$ cat src/rtl/vga_box_renderer.sv
// Bouncing solid box on a black background, registered 8-bit RGB for the VGA DAC.
// Optional 1-pixel white frame around the active area when VGA_BOX_BORDER_EN is defined.
module vga_box_renderer #(
    parameter int HVALID    = 640,
    parameter int VVALID    = 480,
    parameter int HMAX      = 800,
    parameter int BOX       = 32,
    parameter int STEP      = 2,
    parameter int FRAME_DIV = 1
) (
    input  logic       CLOCK_50,
    input  logic       RST,
    input  logic       PIX_EN,
    input  logic [9:0] HCNT,
    input  logic [9:0] VCNT,
    output logic [7:0] VGA_R,
    output logic [7:0] VGA_G,
    output logic [7:0] VGA_B,
    output logic       FRAME_TICK
);
    localparam int FW = (FRAME_DIV > 1) ? $clog2(FRAME_DIV) : 1;
    localparam logic [FW-1:0] FDM1 = FW'(FRAME_DIV - 1);
    localparam logic [10:0] HV11   = 11'(HVALID);
    localparam logic [10:0] VV11   = 11'(VVALID);
    localparam logic [10:0] BOX11  = 11'(BOX);
    localparam logic [10:0] STEP11 = 11'(STEP);
    localparam logic [9:0]  HLAST  = 10'(HMAX - 1);
    localparam logic [9:0]  VLAST  = 10'(VVALID - 1);

    logic [9:0]    bx_q, bx_d, by_q, by_d;
    logic          dx_q, dx_d, dy_q, dy_d;
    logic [1:0]    cidx_q, cidx_d;
    logic [FW-1:0] fcnt_q, fcnt_d;
    logic [23:0]   rgb_q, rgb_d;
    logic          tick_q;

    logic          eof;
    logic [11:0]   xs, ys;
    logic [10:0]   hc, vc, bx11, by11;
    logic          in_act, in_box;
    logic [23:0]   box_rgb;

    // Returns {next position, next direction, wall hit} for one axis.
    function automatic logic [11:0] step_axis(input logic [9:0] p, input logic d,
                                              input logic [10:0] lim);
        logic [10:0] pe;
        logic [10:0] np;
        logic        nd, hit;
        pe  = {1'b0, p};
        np  = pe;
        nd  = d;
        hit = 1'b0;
        if (d) begin
            if (pe + STEP11 + BOX11 >= lim) begin
                np  = lim - BOX11;
                nd  = 1'b0;
                hit = 1'b1;
            end else begin
                np = pe + STEP11;
            end
        end else begin
            if (pe <= STEP11) begin
                np  = '0;
                nd  = 1'b1;
                hit = 1'b1;
            end else begin
                np = pe - STEP11;
            end
        end
        return {np[9:0], nd, hit};
    endfunction

    assign eof = PIX_EN && (HCNT == HLAST) && (VCNT == VLAST);
    assign xs  = step_axis(bx_q, dx_q, HV11);
    assign ys  = step_axis(by_q, dy_q, VV11);

    // Position moves only at end of frame, which falls in blanking, so no frame tears.
    always_comb begin
        bx_d   = bx_q;
        by_d   = by_q;
        dx_d   = dx_q;
        dy_d   = dy_q;
        cidx_d = cidx_q;
        fcnt_d = fcnt_q;
        if (eof) begin
            if (fcnt_q == FDM1) begin
                fcnt_d = '0;
                bx_d   = xs[11:2];
                dx_d   = xs[1];
                by_d   = ys[11:2];
                dy_d   = ys[1];
                if (xs[0] || ys[0])
                    cidx_d = (cidx_q == 2'd2) ? 2'd0 : cidx_q + 2'd1;
            end else begin
                fcnt_d = fcnt_q + 1'b1;
            end
        end
    end

    assign hc     = {1'b0, HCNT};
    assign vc     = {1'b0, VCNT};
    assign bx11   = {1'b0, bx_q};
    assign by11   = {1'b0, by_q};
    assign in_act = (hc < HV11) && (vc < VV11);
    assign in_box = (hc >= bx11) && (hc < bx11 + BOX11) && (vc >= by11) && (vc < by11 + BOX11);

    always_comb begin
        case (cidx_q)
            2'd0:    box_rgb = 24'hFF0000;
            2'd1:    box_rgb = 24'h00FF00;
            default: box_rgb = 24'h0000FF;
        endcase
    end

    always_comb begin
        rgb_d = rgb_q;
        if (PIX_EN) begin
            rgb_d = 24'h000000;
            if (in_act && in_box)
                rgb_d = box_rgb;
`ifdef VGA_BOX_BORDER_EN
            else if (in_act && (HCNT == 10'd0 || hc == HV11 - 11'd1 ||
                                VCNT == 10'd0 || vc == VV11 - 11'd1))
                rgb_d = 24'hFFFFFF;
`endif
        end
    end

    always_ff @(posedge CLOCK_50 or posedge RST) begin
        if (RST) begin
            bx_q   <= '0;
            by_q   <= '0;
            dx_q   <= 1'b1;
            dy_q   <= 1'b1;
            cidx_q <= '0;
            fcnt_q <= '0;
            rgb_q  <= '0;
            tick_q <= 1'b0;
        end else begin
            bx_q   <= bx_d;
            by_q   <= by_d;
            dx_q   <= dx_d;
            dy_q   <= dy_d;
            cidx_q <= cidx_d;
            fcnt_q <= fcnt_d;
            rgb_q  <= rgb_d;
            tick_q <= eof;
        end
    end

    assign VGA_R      = rgb_q[23:16];
    assign VGA_G      = rgb_q[15:8];
    assign VGA_B      = rgb_q[7:0];
    assign FRAME_TICK = tick_q;
endmodule

$ cat config.mk
export PLATFORM = sky130hd
export DESIGN_NAME = vga_box_renderer
export DESIGN_NICKNAME = d
export VERILOG_FILES = /design/src/rtl/vga_box_renderer.sv
export SDC_FILE = /design/constraint.sdc
export NUM_CORES = 1
export LEC_CHECK = 0
export ABC_CLOCK_PERIOD_IN_PS = 8330
export BUFFER_PORTS_ARGS = -buffer_cell sky130_fd_sc_hd__buf_2
export CAP_MARGIN = 20
export CORE_ASPECT_RATIO = 1.1
export CORE_UTILIZATION = 60
export DETAILED_ROUTE_END_ITERATION = 6
export PLACE_DENSITY = 0.87
export SETUP_SLACK_MARGIN = 0.5
export SLEW_MARGIN = 20
export SYNTH_ARGS = -nofsm -noshare
export SYNTH_HDL_FRONTEND = slang
export SYNTH_SLANG_ARGS = --single-unit
$ cat constraint.sdc
create_clock -name CLOCK_50 -period 8.33 [get_ports CLOCK_50]
set_input_delay 1.666 -clock CLOCK_50 [delete_from_list [all_inputs] [get_ports CLOCK_50]]
set_output_delay 1.666 -clock CLOCK_50 [all_outputs]
set_load 0.05 [all_outputs]
==> metrics.md, run 1 <==
| Metric | Value |
|---|---|
| First-pass GRT wire length | `13,770 µm` |
| Die area | `5618 µm²` |
| Clk_lat worst skew | `0.28 ns` |
| Routed len/inst | `17.53 µm` |
| Post-CTS sizing | `0` |
| RSZ-0062 raised after global routing | `false` |
| Drt pass-1 iters | `5` |
| Max-slew violations | `0` |
| # setup viols final | `0` |
| Die Wd | `71.56 µm` |
| Clock tree from TritonCTS | `yes` |
| Final Hold Vio Count | `0` |
| FMAX | `276.0 MHz` |
| Max VDD drop | `0.07685 mV` |
| Detailed-route wire length | `8221 µm` |
| Layout cell share with drive strength beyond 1 | `17.76%` |
| DRT iter0 DRCs | `280` |
| Total GRT Usage | `30.84%` |
| Top cells by area, synth | `dfrtp_1 (19%), ha_1 (16%), buf_4 (5.2%)` |
| Main flop type after synthesis | `dfrtp_1` |
| Area leader, netlist | `dfrtp_1` |
| Core area | `5067 µm²` |
| Post-synthesis sequential area ratio | `20.45%` |
| Vias | `3,142` |
| Syn Inst Count | `394` |
| Gr ovfl total | `0` |
| Num CTS Buffers | `3` |
| H-tree levels | `1` |
| PD cells | `78.22 nW/µm²` |
| Simple-Gate Fraction of Synth Area | `19.08%` |
| Row count | `27` |
| Post-route DRC violation count | `0` |
| Clk sinks | `26` |
| Final setup skew | `0.004527 ns` |
| Post-Syn Area | `3193 µm²` |
| XOR/XNOR Fraction of Synth Area | `5.094%` |
| Height of the die | `78.51 µm` |
| Lkg Pwr | `1.521 nW` |
| Main combinational cell family by area after synthesis | `compound AO/OA/AOI/OAI gates` |
| Fin crit period | `3.623 ns` |
| # diodes | `0` |
| CP startpoint kind | `register` |
| Net Count, Synth | `458` |
| Post-synthesis adder-cell area fraction | `16.07%` |
| Area grow syn2layout | `5.799%` |
| Crit path arrival time | `3.80 ns` |
| Worst-path fanout max | `11` |
| Worst slack at placement | `4.470 ns` |
| R2R setup slack | `4.71 ns` |
| Ys async rst share | `100.0%` |
| Period utilization | `43.50%` |
| Clk root buf | `clkbuf_8` |
| Slew HR | `53.64%` |
| Largest net degree at the start of global routing | `28` |
| Worst Setup End Kind | `register` |
| Compound-gate portion of the synthesized area | `26.53%` |
| Synth Warn # | `0` |
| #FFs+latches synth | `26` |
| ANT nets after route | `0` |
| Worst-Margin Slew | `0.6881 ns` |
| CTS Hold Bufs | `0` |
| Routability congestion estimate | `0.9519` |
| Post-synth EDFFs | `0` |
| Vias in the first global route | `2,965` |
| Post-CTS setup buffer count | `0` |
| # IOs | `48` |
| Top cell type's share of synthesized area | `18.81%` |
| Port bufs | `47` |
| Avg Vias per Cell | `6.699` |
| Final worst slack | `4.707 ns` |
| Clk buf depth | `2` |
| Synth Area per Inst | `8.104 µm²` |
| Initial Util | `63.01%` |
| Max-Cap Viols | `0` |
| Mux share of post-synthesis cell area | `1.567%` |
| Setup CP Type | `reg -> reg` |
| Count of different cell masters after synthesis | `64` |
| Worst Hold Class | `reg -> reg` |
| Initial antenna violation count | `0` |
| Clock transition at path regs | `0.10 ns` |
| Status | `finished clean` |
| Nets | `476` |
| WHS | `0.5050 ns` |
| Data required time of the worst path | `8.51 ns` |
| Dpl hpwl | `6328 µm` |
| Setup TNS Final | `0 ns` |
[final timing paths]
path,from,end,cells past startpoint
setup / recovery,by_q[5]$_DFFE_PP0P_,cidx_q[0]$_DFFE_PP0P_,10
hold / removal,cidx_q[1]$_DFFE_PP0P_,rgb_q[22]$_DFFE_PP0P_,1
setup reg to reg,by_q[5]$_DFFE_PP0P_,cidx_q[0]$_DFFE_PP0P_,10
hold reg to reg,cidx_q[1]$_DFFE_PP0P_,rgb_q[22]$_DFFE_PP0P_,1
max in group asynchronous,RST,dx_q$_DFFE_PP1P_,3
min in group asynchronous,RST,FRAME_TICK$_DFF_PP0_,2
[placed cells by master (no fill, tap or decap), drive strengths merged, types with 5 or more instances in the layout]
master	netlist	layout
o22ai	5	5
nor4	8	8
and3	5	5
dfrtp	24	24
nand4	8	8
nand3	17	17
a21oi	24	24
o21ai	37	37
nor2b	5	5
ha	41	41
a31oi	5	5
nand2	17	17
inv	34	33
buf	29	48
nor2	22	22
xnor2	16	16
nor3	10	10
o211ai	6	6
o21a	11	11
[synth_stat cells, types with 2 or more instances]
master and number:
a211o_1 2, a211oi_2 2, a21o_1 4, a21oi_1 24
a22oi_1 2, a2bb2oi_1 2, a311o_1 2, a31o_2 2
a31oi_1 5, a32oi_1 3, and2_1 4, and3_1 5
buf_2 7, buf_4 22, clkbuf_1 7, dfrtp_1 24
dfstp_2 2, ha_1 41, inv_1 34, nand2_1 17
nand3_1 16, nand4_1 7, nand4b_1 2, nor2_1 22
nor2b_1 5, nor3_1 9, nor4_1 8, o2111ai_1 4
o211a_1 2, o211a_2 2, o211ai_1 6, o21a_1 11
o21ai_0 33, o21ai_1 4, o22ai_1 5, o32ai_1 2
or2_2 2, or3_1 2, xnor2_1 16
[critical path, cell delays in order (launching register included)]
cell	delay, ns
dfrtp_1	0.58
clkinv_1	0.34
o21a_1	0.28
or2_2	0.34
ha_1	0.28
nor4_1	0.29
a41o_1	0.23
o211a_2	0.27
nor3_4	0.09
o32ai_2	0.47
mux2_4	0.34
[metrics by stage]
| stage | std cells | cell area, µm² | total power, mW | util [%] |
|---|---|---|---|---|
| after floorplan | 394 | 3193 | 0.1432 | - |
| after global placement | 464 | 3282 | 0.1543 | 64.77 |
| after detailed placement | 464 | 3282 | 0.1559 | 64.77 |
| after CTS | 468 | 3353 | 0.2632 | 66.17 |
| after global routing | 469 | 3378 | 0.2727 | 66.67 |
| final | 469 | 3378 | 0.2642 | 66.67 |
[layer usage]
layer,up-vias,share of wire [%],GRT usage [%]
li1,1478,-,-
met1,1470,41,36.53
met2,158,48,52.95
met3,36,6.3,5.263
met4,0,4.7,16.27
met5,-,0,0
[power by group]
group          internal [mW]  total (mW)  switching, mW
sequential             0.126       0.126      0.0000484
clock                 0.0644       0.109         0.0446
combinational         0.0129      0.0290         0.0161
[registers in the layout, summed over array words and instances, names as in the netlist]
signal and flops:
FRAME_TICK 1, bx_q 9, by_q 9, cidx_q 2, dx_q 1, dy_q 1
rgb_q 3
[cell type report]
class,instances,area [µm²]
tap,58,72.57
sequential,26,653.1
fill,429,1689
timing repair buffer,49,267.8
clock buffer,3,41.29
clock inverter,1,30.03
inverter,35,131.4
multi-input combinational,297,2182
[logic make-up after synthesis]
| logic type | after synthesis |
|---|---|
| AOI/OAI and AO/OA | 126 |
| and+or+nand+nor | 109 |
| buffers and inverters | 71 |
| adders and majority gates | 41 |
| DFF | 26 |
| xor gates and xnor gates | 17 |
| muxes | 4 |
Power figures use the tool's default switching activity.
==> run 2, diff against run 1 <==
--- a/config.mk
+++ b/config.mk
@@ -5,13 +5,13 @@
 export SDC_FILE = /design/constraint.sdc
 export NUM_CORES = 1
 export LEC_CHECK = 0
-export ABC_CLOCK_PERIOD_IN_PS = 8330
+export ABC_CLOCK_PERIOD_IN_PS = 3400
 export BUFFER_PORTS_ARGS = -buffer_cell sky130_fd_sc_hd__buf_2
 export CAP_MARGIN = 20
 export CORE_ASPECT_RATIO = 1.1
-export CORE_UTILIZATION = 60
+export CORE_UTILIZATION = 59
 export DETAILED_ROUTE_END_ITERATION = 6
-export PLACE_DENSITY = 0.87
+export PLACE_DENSITY = 0.86
 export SETUP_SLACK_MARGIN = 0.5
 export SLEW_MARGIN = 20
 export SYNTH_ARGS = -nofsm -noshare
==> constraint.sdc (replaced) <==
create_clock -name CLOCK_50 -period 3.4 [get_ports CLOCK_50]
set_input_delay 0.68 -clock CLOCK_50 [delete_from_list [all_inputs] [get_ports CLOCK_50]]
set_output_delay 0.68 -clock CLOCK_50 [all_outputs]
set_load 0.05 [all_outputs]
==> run 2 against run 1 <==
Core utilization grew 4.4 points. Combinational power grew 130%. Cell count grew 7.2%. Clock skew is essentially flat. Via count grew 6.0%. Worst setup slack lost 4.2 ns. Highest routed layer unchanged. Maximum frequency grew 27%. Largest power group unchanged. Sequential share of layout area shrank 0.94 points. Final area grew 7.3%.
==> metrics.md, run 2 (synthesized netlist as in run 1, its figures left out) <==
| Metric | Value |
|---|---|
| Setup TNS Final | `0 ns (unchanged)` |
| Slew HR | `37.33% (-16 points)` |
| Vias in the first global route | `3,127 (+5.5%)` |
| Most frequent cells in the layout | `buf_2 (47), ha_1 (36), inv_1 (34)` |
| CP max stage cell | `dfrtp_2` |
| Setup CP Type | `reg -> reg` |
| CP startpoint kind | `register` |
| # diodes | `0 (unchanged)` |
| # IOs | `48 (unchanged)` |
| Height of the die | `79.16 µm (+0.82%)` |
| Worst Setup End Kind | `register` |
| Clk buf depth | `2 (unchanged)` |
| Max-Cap Viols | `0 (unchanged)` |
| Clock transition at path regs | `0.11 ns (about the same)` |
| Detailed-route wire length | `9110 µm (+11%)` |
| Worst-path fanout max | `5 (-6)` |
| Post-route DRC violation count | `0 (unchanged)` |
| ANT nets after route | `0 (unchanged)` |
| First-pass GRT wire length | `14,360 µm (+4.3%)` |
| Total GRT Usage | `31.50% (+0.67 points)` |
| # setup viols final | `0 (unchanged)` |
| Die area | `5710 µm² (+1.6%)` |
| RSZ-0062 raised after global routing | `false` |
| Clk_lat worst skew | `0.29 ns (about the same)` |
| Commonest non-fill, non-tap cell in the layout | `buf_2` |
| Worst-Margin Slew | `0.9302 ns (+0.2421 ns)` |
| Max-slew violations | `0 (unchanged)` |
| Core area | `5101 µm² (+0.67%)` |
| Area grow syn2layout | `13.56%` |
| Final setup skew | `0.004816 ns (+0.0002885 ns)` |
| Initial antenna violation count | `0 (unchanged)` |
| Avg Vias per Cell | `6.620 (-1.2%)` |
| Inst Count DP | `484 (+4.3%)` |
| Fin crit period | `2.856 ns (-0.7670 ns)` |
| Row count | `27 (unchanged)` |
| Gr ovfl total | `0 (unchanged)` |
| Clock tree from TritonCTS | `yes` |
| Layout cell share with drive strength beyond 1 | `26.91% (+9.2 points)` |
| Clk root buf | `clkbuf_8` |
| Routed len/inst | `18.11 µm (+3.3%)` |
| WHS | `0.4262 ns (-0.07883 ns)` |
| Num CTS Buffers | `3 (unchanged)` |
| Overall power | `0.5793 mW (+120%)` |
| CTS Hold Bufs | `0 (unchanged)` |
| Initial Util | `62.60% (-0.42 points)` |
| FILL cells | `373 (-13%)` |
| Port bufs | `47 (unchanged)` |
| Final Hold Vio Count | `0 (unchanged)` |
| FMAX | `350.1 MHz (+27%)` |
| Clk sinks | `26 (unchanged)` |
| Biggest regs | `bx_q (9), by_q (9), rgb_q (3)` |
| DRT iter0 DRCs | `356 (+27%)` |
| Lkg Pwr | `1.597 nW (+5.0%)` |
| Die Wd | `72.14 µm (+0.82%)` |
| Routing usage on met2 | `52.90% (-0.055 points)` |
| Final cell count without fillers | `503 (+7.2%)` |
| Worst Hold Class | `in -> async` |
| Vias | `3,330 (+6.0%)` |
| PD cells | `159.8 nW/µm² (+100%)` |
| CP top delay family | `compound AO/OA/AOI/OAI gates` |
| H-tree levels | `1 (unchanged)` |
| GR Layer Usage met3 | `3.807% (-1.5 points)` |
| Largest net degree at the start of global routing | `27 (-3.6%)` |
| Routability congestion estimate | `0.9486 (-0.35%)` |
| Drt pass-1 iters | `5 (unchanged)` |
| Nets | `496 (+4.2%)` |
| Dpl hpwl | `6274 µm (-0.86%)` |
| Status | `finished clean` |
| Period utilization | `84.01% (+41 points)` |
| Data required time of the worst path | `3.58 ns (-4.93 ns)` |
| CP Buf/Inv Count | `0 (-1)` |
| Gr busiest metal | `met2` |
| Crit path cell chain | `nand4_4, o21a_1, or2_2, ha_1, nor4_1, a41o_1, o211a_4, nor3_4, o32ai_4, mux2_4` |
| Crit-path max cell delay | `0.46 ns (-0.12 ns)` |
| GRT met1 Usage | `40.82% (+4.3 points)` |
| Max VDD drop | `0.1310 mV (+70%)` |
| Crit path arrival time | `3.03 ns (-0.77 ns)` |
run 2: routing by layer:
layer  up-vias  routed length (µm)
li1       1512                   -
met1      1534                3586
met2       239                4300
met3        45                 947
met4         0                 276
met5         -                   0
run 2: what timing repair did:
item | in CTS | in global routing
resized for setup | 13 | 17
buffers inserted | 7 | 8
setup endpoints to repair | 7 | 11
pin swaps | 5 | 2
run 2: cell type report:
type	instances	area, µm²	share of cell area [%]
timing repair buffer	69	400.4	11.04
inverter	35	132.6	3.658
multi-input combinational	297	2291	63.18
clock buffer	4	45.04	1.242
sequential	26	666.9	18.39
tap	72	90.09	2.484
run 2: worst paths after layout:
| check | start | to | slack (ns) | cells past startpoint |
|---|---|---|---|---|
| worst max-delay path | by_q[1]$_DFFE_PP0P_ | cidx_q[0]$_DFFE_PP0P_ | 0.54 | 10 |
| worst min-delay path | RST | by_q[2]$_DFFE_PP0P_ | 0.43 | 3 |
| worst max register to register | by_q[1]$_DFFE_PP0P_ | cidx_q[0]$_DFFE_PP0P_ | 0.54 | 10 |
| worst min register to register | dy_q$_DFFE_PP1P_ | dy_q$_DFFE_PP1P_ | 0.55 | 2 |
| max in group asynchronous | RST | dy_q$_DFFE_PP1P_ | 2.65 | 3 |
| min in group CLOCK_50 | dy_q$_DFFE_PP1P_ | dy_q$_DFFE_PP1P_ | 0.55 | 2 |
run 2: per-stage QoR:
step | utilization, % | setup slack (ns) | area, µm²
final | 71.08 | 0.5438 | 3626
after global routing | 71.08 | 0.4469 | 3626
after CTS | 68.73 | 0.4993 | 3506
after detailed placement | 65.61 | 0.1722 | 3347
after global placement | 65.61 | 0.3072 | 3347
after floorplan | - | 0.5024 | 3196
run 2: power breakdown:
| part | leakage [nW] | switching, mW | total (mW) | internal (mW) |
|---|---|---|---|---|
| clock | 0.0228 | 0.117 | 0.202 | 0.0846 |
| combinational | 1.28 | 0.0388 | 0.0681 | 0.0294 |
| sequential | 0.296 | 0.000113 | 0.309 | 0.309 |
run 2: tightest hold or removal path: cells and delay by family:
kind	cells	cell delay [ns]
buffers and inverters	3	0.45
==> run 3, diff against run 2 <==
--- a/config.mk
+++ b/config.mk
@@ -5,13 +5,13 @@
 export SDC_FILE = /design/constraint.sdc
 export NUM_CORES = 1
 export LEC_CHECK = 0
-export ABC_CLOCK_PERIOD_IN_PS = 3400
+export ABC_CLOCK_PERIOD_IN_PS = 2450
 export BUFFER_PORTS_ARGS = -buffer_cell sky130_fd_sc_hd__buf_2
 export CAP_MARGIN = 20
 export CORE_ASPECT_RATIO = 1.1
-export CORE_UTILIZATION = 59
+export CORE_UTILIZATION = 53
 export DETAILED_ROUTE_END_ITERATION = 6
-export PLACE_DENSITY = 0.86
+export PLACE_DENSITY = 0.82
 export SETUP_SLACK_MARGIN = 0.5
 export SLEW_MARGIN = 20
 export SYNTH_ARGS = -nofsm -noshare
==> constraint.sdc (replaced) <==
create_clock -name CLOCK_50 -period 2.45 [get_ports CLOCK_50]
set_input_delay 0.49 -clock CLOCK_50 [delete_from_list [all_inputs] [get_ports CLOCK_50]]
set_output_delay 0.49 -clock CLOCK_50 [all_outputs]
set_load 0.05 [all_outputs]
==> run 3 against run 2 <==
The run now ends with negative setup slack left. Power grew 56%. Maximum frequency is 10% higher. Critical path depth unchanged. Sequential share of layout area decreased by 3.5 points. Clock power rose by 86%. Combinational power rose by 50%. Core utilization grew 5.5 points. Largest power group unchanged. Global-route usage is 1.4 points higher.
==> metrics.md, run 3 (synthesized netlist as in run 1, its figures left out) <==
| Metric | Value |
|---|---|
| Worst Hold Class | `in -> async` |
| RSZ-0062 raised after global routing | `true` |
| Height of the die | `83.41 µm (+5.4%)` |
| PD cells | `203.9 nW/µm² (+28%)` |
| Initial Util | `55.00% (-7.6 points)` |
| Commonest non-fill, non-tap cell in the layout | `buf_4` |
| Core area | `5806 µm² (+14%)` |
| H-tree levels | `1 (unchanged)` |
| # setup viols final | `9 (+9)` |
| CP startpoint kind | `register` |
| Final Core Density | `76.57% (+5.5 points)` |
| Critical path destination | `cidx_q[0]$_DFFE_PP0P_` |
| Failing checks | `negative setup slack` |
| Crit path arrival time | `2.77 ns (-0.26 ns)` |
| Clk buf depth | `2 (unchanged)` |
| Part of the power in registers | `47.4% (-6.0 points)` |
| Final Hold Vio Count | `0 (unchanged)` |
| P_int | `0.6913 mW (+63%)` |
| First-pass GRT wire length | `16,710 µm (+16%)` |
| R2r endpoint | `cidx_q[0]$_DFFE_PP0P_` |
| Clk sinks | `26 (unchanged)` |
| Final setup skew | `0.004196 ns (-0.0006193 ns)` |
| Lkg Pwr | `1.973 nW (+24%)` |
| Logic gate share of total power | `11.3% (-0.5 points)` |
| Psw | `0.2150 mW (+38%)` |
| R2R cell count | `10 (unchanged)` |
| Avg Vias per Cell | `6.286 (-5.0%)` |
| Worst Setup End Kind | `register` |
| Slew HR | `52.85% (+16 points)` |
| Worst slack at placement | `-0.1680 ns (-0.3402 ns)` |
| DRT iter0 DRCs | `306 (-14%)` |
| ANT nets after route | `0 (unchanged)` |
| Routability congestion estimate | `0.9288 (-2.1%)` |
| Crit path from | `by_q[1]$_DFFE_PP0P_` |
| Port bufs | `47 (unchanged)` |
| Most frequent cells in the layout | `buf_4 (74), buf_2 (47), ha_1 (34)` |
| Final worst slack | `-0.1427 ns (-0.6864 ns)` |
| Gr ovfl total | `0 (unchanged)` |
| Biggest regs | `bx_q (9), by_q (9), rgb_q (3)` |
| Setup CP Type | `reg -> reg` |
| Dpl hpwl | `7555 µm (+20%)` |
| Nets | `557 (+12%)` |
| Vias | `3,577 (+7.4%)` |
| Max-slew violations | `0 (unchanged)` |
| Row count | `29 (+7.4%)` |
| Post-route DRC violation count | `0 (unchanged)` |
| Vias in the first global route | `3,507 (+12%)` |
| CTS Hold Bufs | `0 (unchanged)` |
| R2R setup slack | `-0.14 ns (-0.69 ns)` |
| Layout cell share with drive strength beyond 1 | `43.29% (+16 points)` |
| # diodes | `0 (unchanged)` |
| Max-Cap Viols | `0 (unchanged)` |
| FMAX | `385.7 MHz (+10%)` |
| # IOs | `48 (unchanged)` |
| Worst r2r src | `by_q[1]$_DFFE_PP0P_` |
| Drt pass-1 iters | `5 (unchanged)` |
| Worst-path fanout max | `4 (-1)` |
| Die area | `6339 µm² (+11%)` |
| Total GRT Usage | `32.89% (+1.4 points)` |
| Max VDD drop | `0.1893 mV (+45%)` |
| Die Wd | `76.01 µm (+5.4%)` |
| Num CTS Buffers | `3 (unchanged)` |
| Status | `complete, but fails checks` |
| Fin crit period | `2.593 ns (-0.2636 ns)` |
| Clk root buf | `clkbuf_8` |
| Routed len/inst | `18.68 µm (+3.1%)` |
| Data required time of the worst path | `2.63 ns (-0.95 ns)` |
| Largest net degree at the start of global routing | `27 (unchanged)` |
| Clock tree from TritonCTS | `yes` |
| Area grow syn2layout | `39.22%` |
| Initial antenna violation count | `0 (unchanged)` |
| Clk network pwr share | `41.4% (+6.5 points)` |
| Clk_lat worst skew | `0.28 ns (about the same)` |
| Switch share | `23.72% (-3.2 points)` |
| Detailed-route wire length | `10,630 µm (+17%)` |
| Worst-Margin Slew | `0.7073 ns (-0.2229 ns)` |
| Period utilization | `105.8% (+22 points)` |
| Clock transition at path regs | `0.10 ns (about the same)` |
## run 3: repair_timing
| action | CTS | global route |
|---|---|---|
| gates cloned | 0 | 0 |
| buffers inserted | 15 | 7 |
| pin swaps | 12 | 18 |
| gates resized for setup | 36 | 19 |
| endpoints found under the setup margin | 25 | 25 |
## run 3: worst min path at each step
| stage | slack, ns | end | from | depth (start not counted) |
|---|---|---|---|---|
| after floorplan | 0.48 | rgb_q[22]$_DFFE_PP0P_ | cidx_q[1]$_DFFE_PP0P_ | 1 |
| after global placement | 0.50 | rgb_q[22]$_DFFE_PP0P_ | cidx_q[1]$_DFFE_PP0P_ | 1 |
| after detailed placement | 0.52 | rgb_q[22]$_DFFE_PP0P_ | cidx_q[1]$_DFFE_PP0P_ | 1 |
| after CTS | 0.26 | FRAME_TICK$_DFF_PP0_ | RST | 3 |
| after global routing | 0.29 | bx_q[3]$_DFFE_PP0P_ | RST | 3 |
| final | 0.26 | bx_q[3]$_DFFE_PP0P_ | RST | 3 |
## run 3: power groups by stage
| stage | logic [mW] | clock network (mW) | registers, mW |
|---|---|---|---|
| after floorplan | 0.0499 | 0 | 0.438 |
| after global placement | 0.0943 | 0 | 0.437 |
| after detailed placement | 0.0995 | 0 | 0.437 |
| after CTS | 0.101 | 0.377 | 0.429 |
| after global routing | 0.113 | 0.402 | 0.429 |
| final | 0.102 | 0.375 | 0.429 |
## run 3: area by class of cell
| type | count | area (µm²) |
|---|---|---|
| clock buffers | 3 | 41.29 |
| clock inverters | 1 | 30.03 |
| fillers | 409 | 1360 |
| inverters | 35 | 140.1 |
| multi-input cells | 297 | 2570 |
| flip-flops and latches | 26 | 663.1 |
| well taps | 77 | 96.34 |
| repair buffers | 130 | 904.6 |
## run 3: routing by layer
layer  up-vias  GRT usage [%]  share of wire (%)
li1       1636              -                  -
met1      1684          37.76                 38
met2       210          60.08                 51
met3        47          4.396                6.9
met4         0          15.21                4.4
met5         -              0                  0
## run 3: critical path, cell delays in order, from the launching register on
cell and delay, ns:
dfrtp_2 0.44, ha_4 0.19, nand3_4 0.12, xnor2_4 0.26, ha_4 0.25, nor4_4 0.14, a41o_1 0.23, o211a_4 0.20
nor3_4 0.05, o32ai_2 0.28, mux2_4 0.33
## run 3: stage by stage
step                hold slack [ns]  setup TNS (ns)  cell area, µm²  std cells  power, mW
floorplan                    0.4827         -0.1545            3402        394     0.4878
global placement             0.5046         -0.2245            3961        543     0.5318
detailed placement           0.5235         -0.8894            3961        543     0.5370
CTS                          0.2637         -0.6974            4295        562     0.9073
global route                 0.2879          -2.464            4446        569     0.9444
finish                       0.2594         -0.9069            4446        569     0.9063
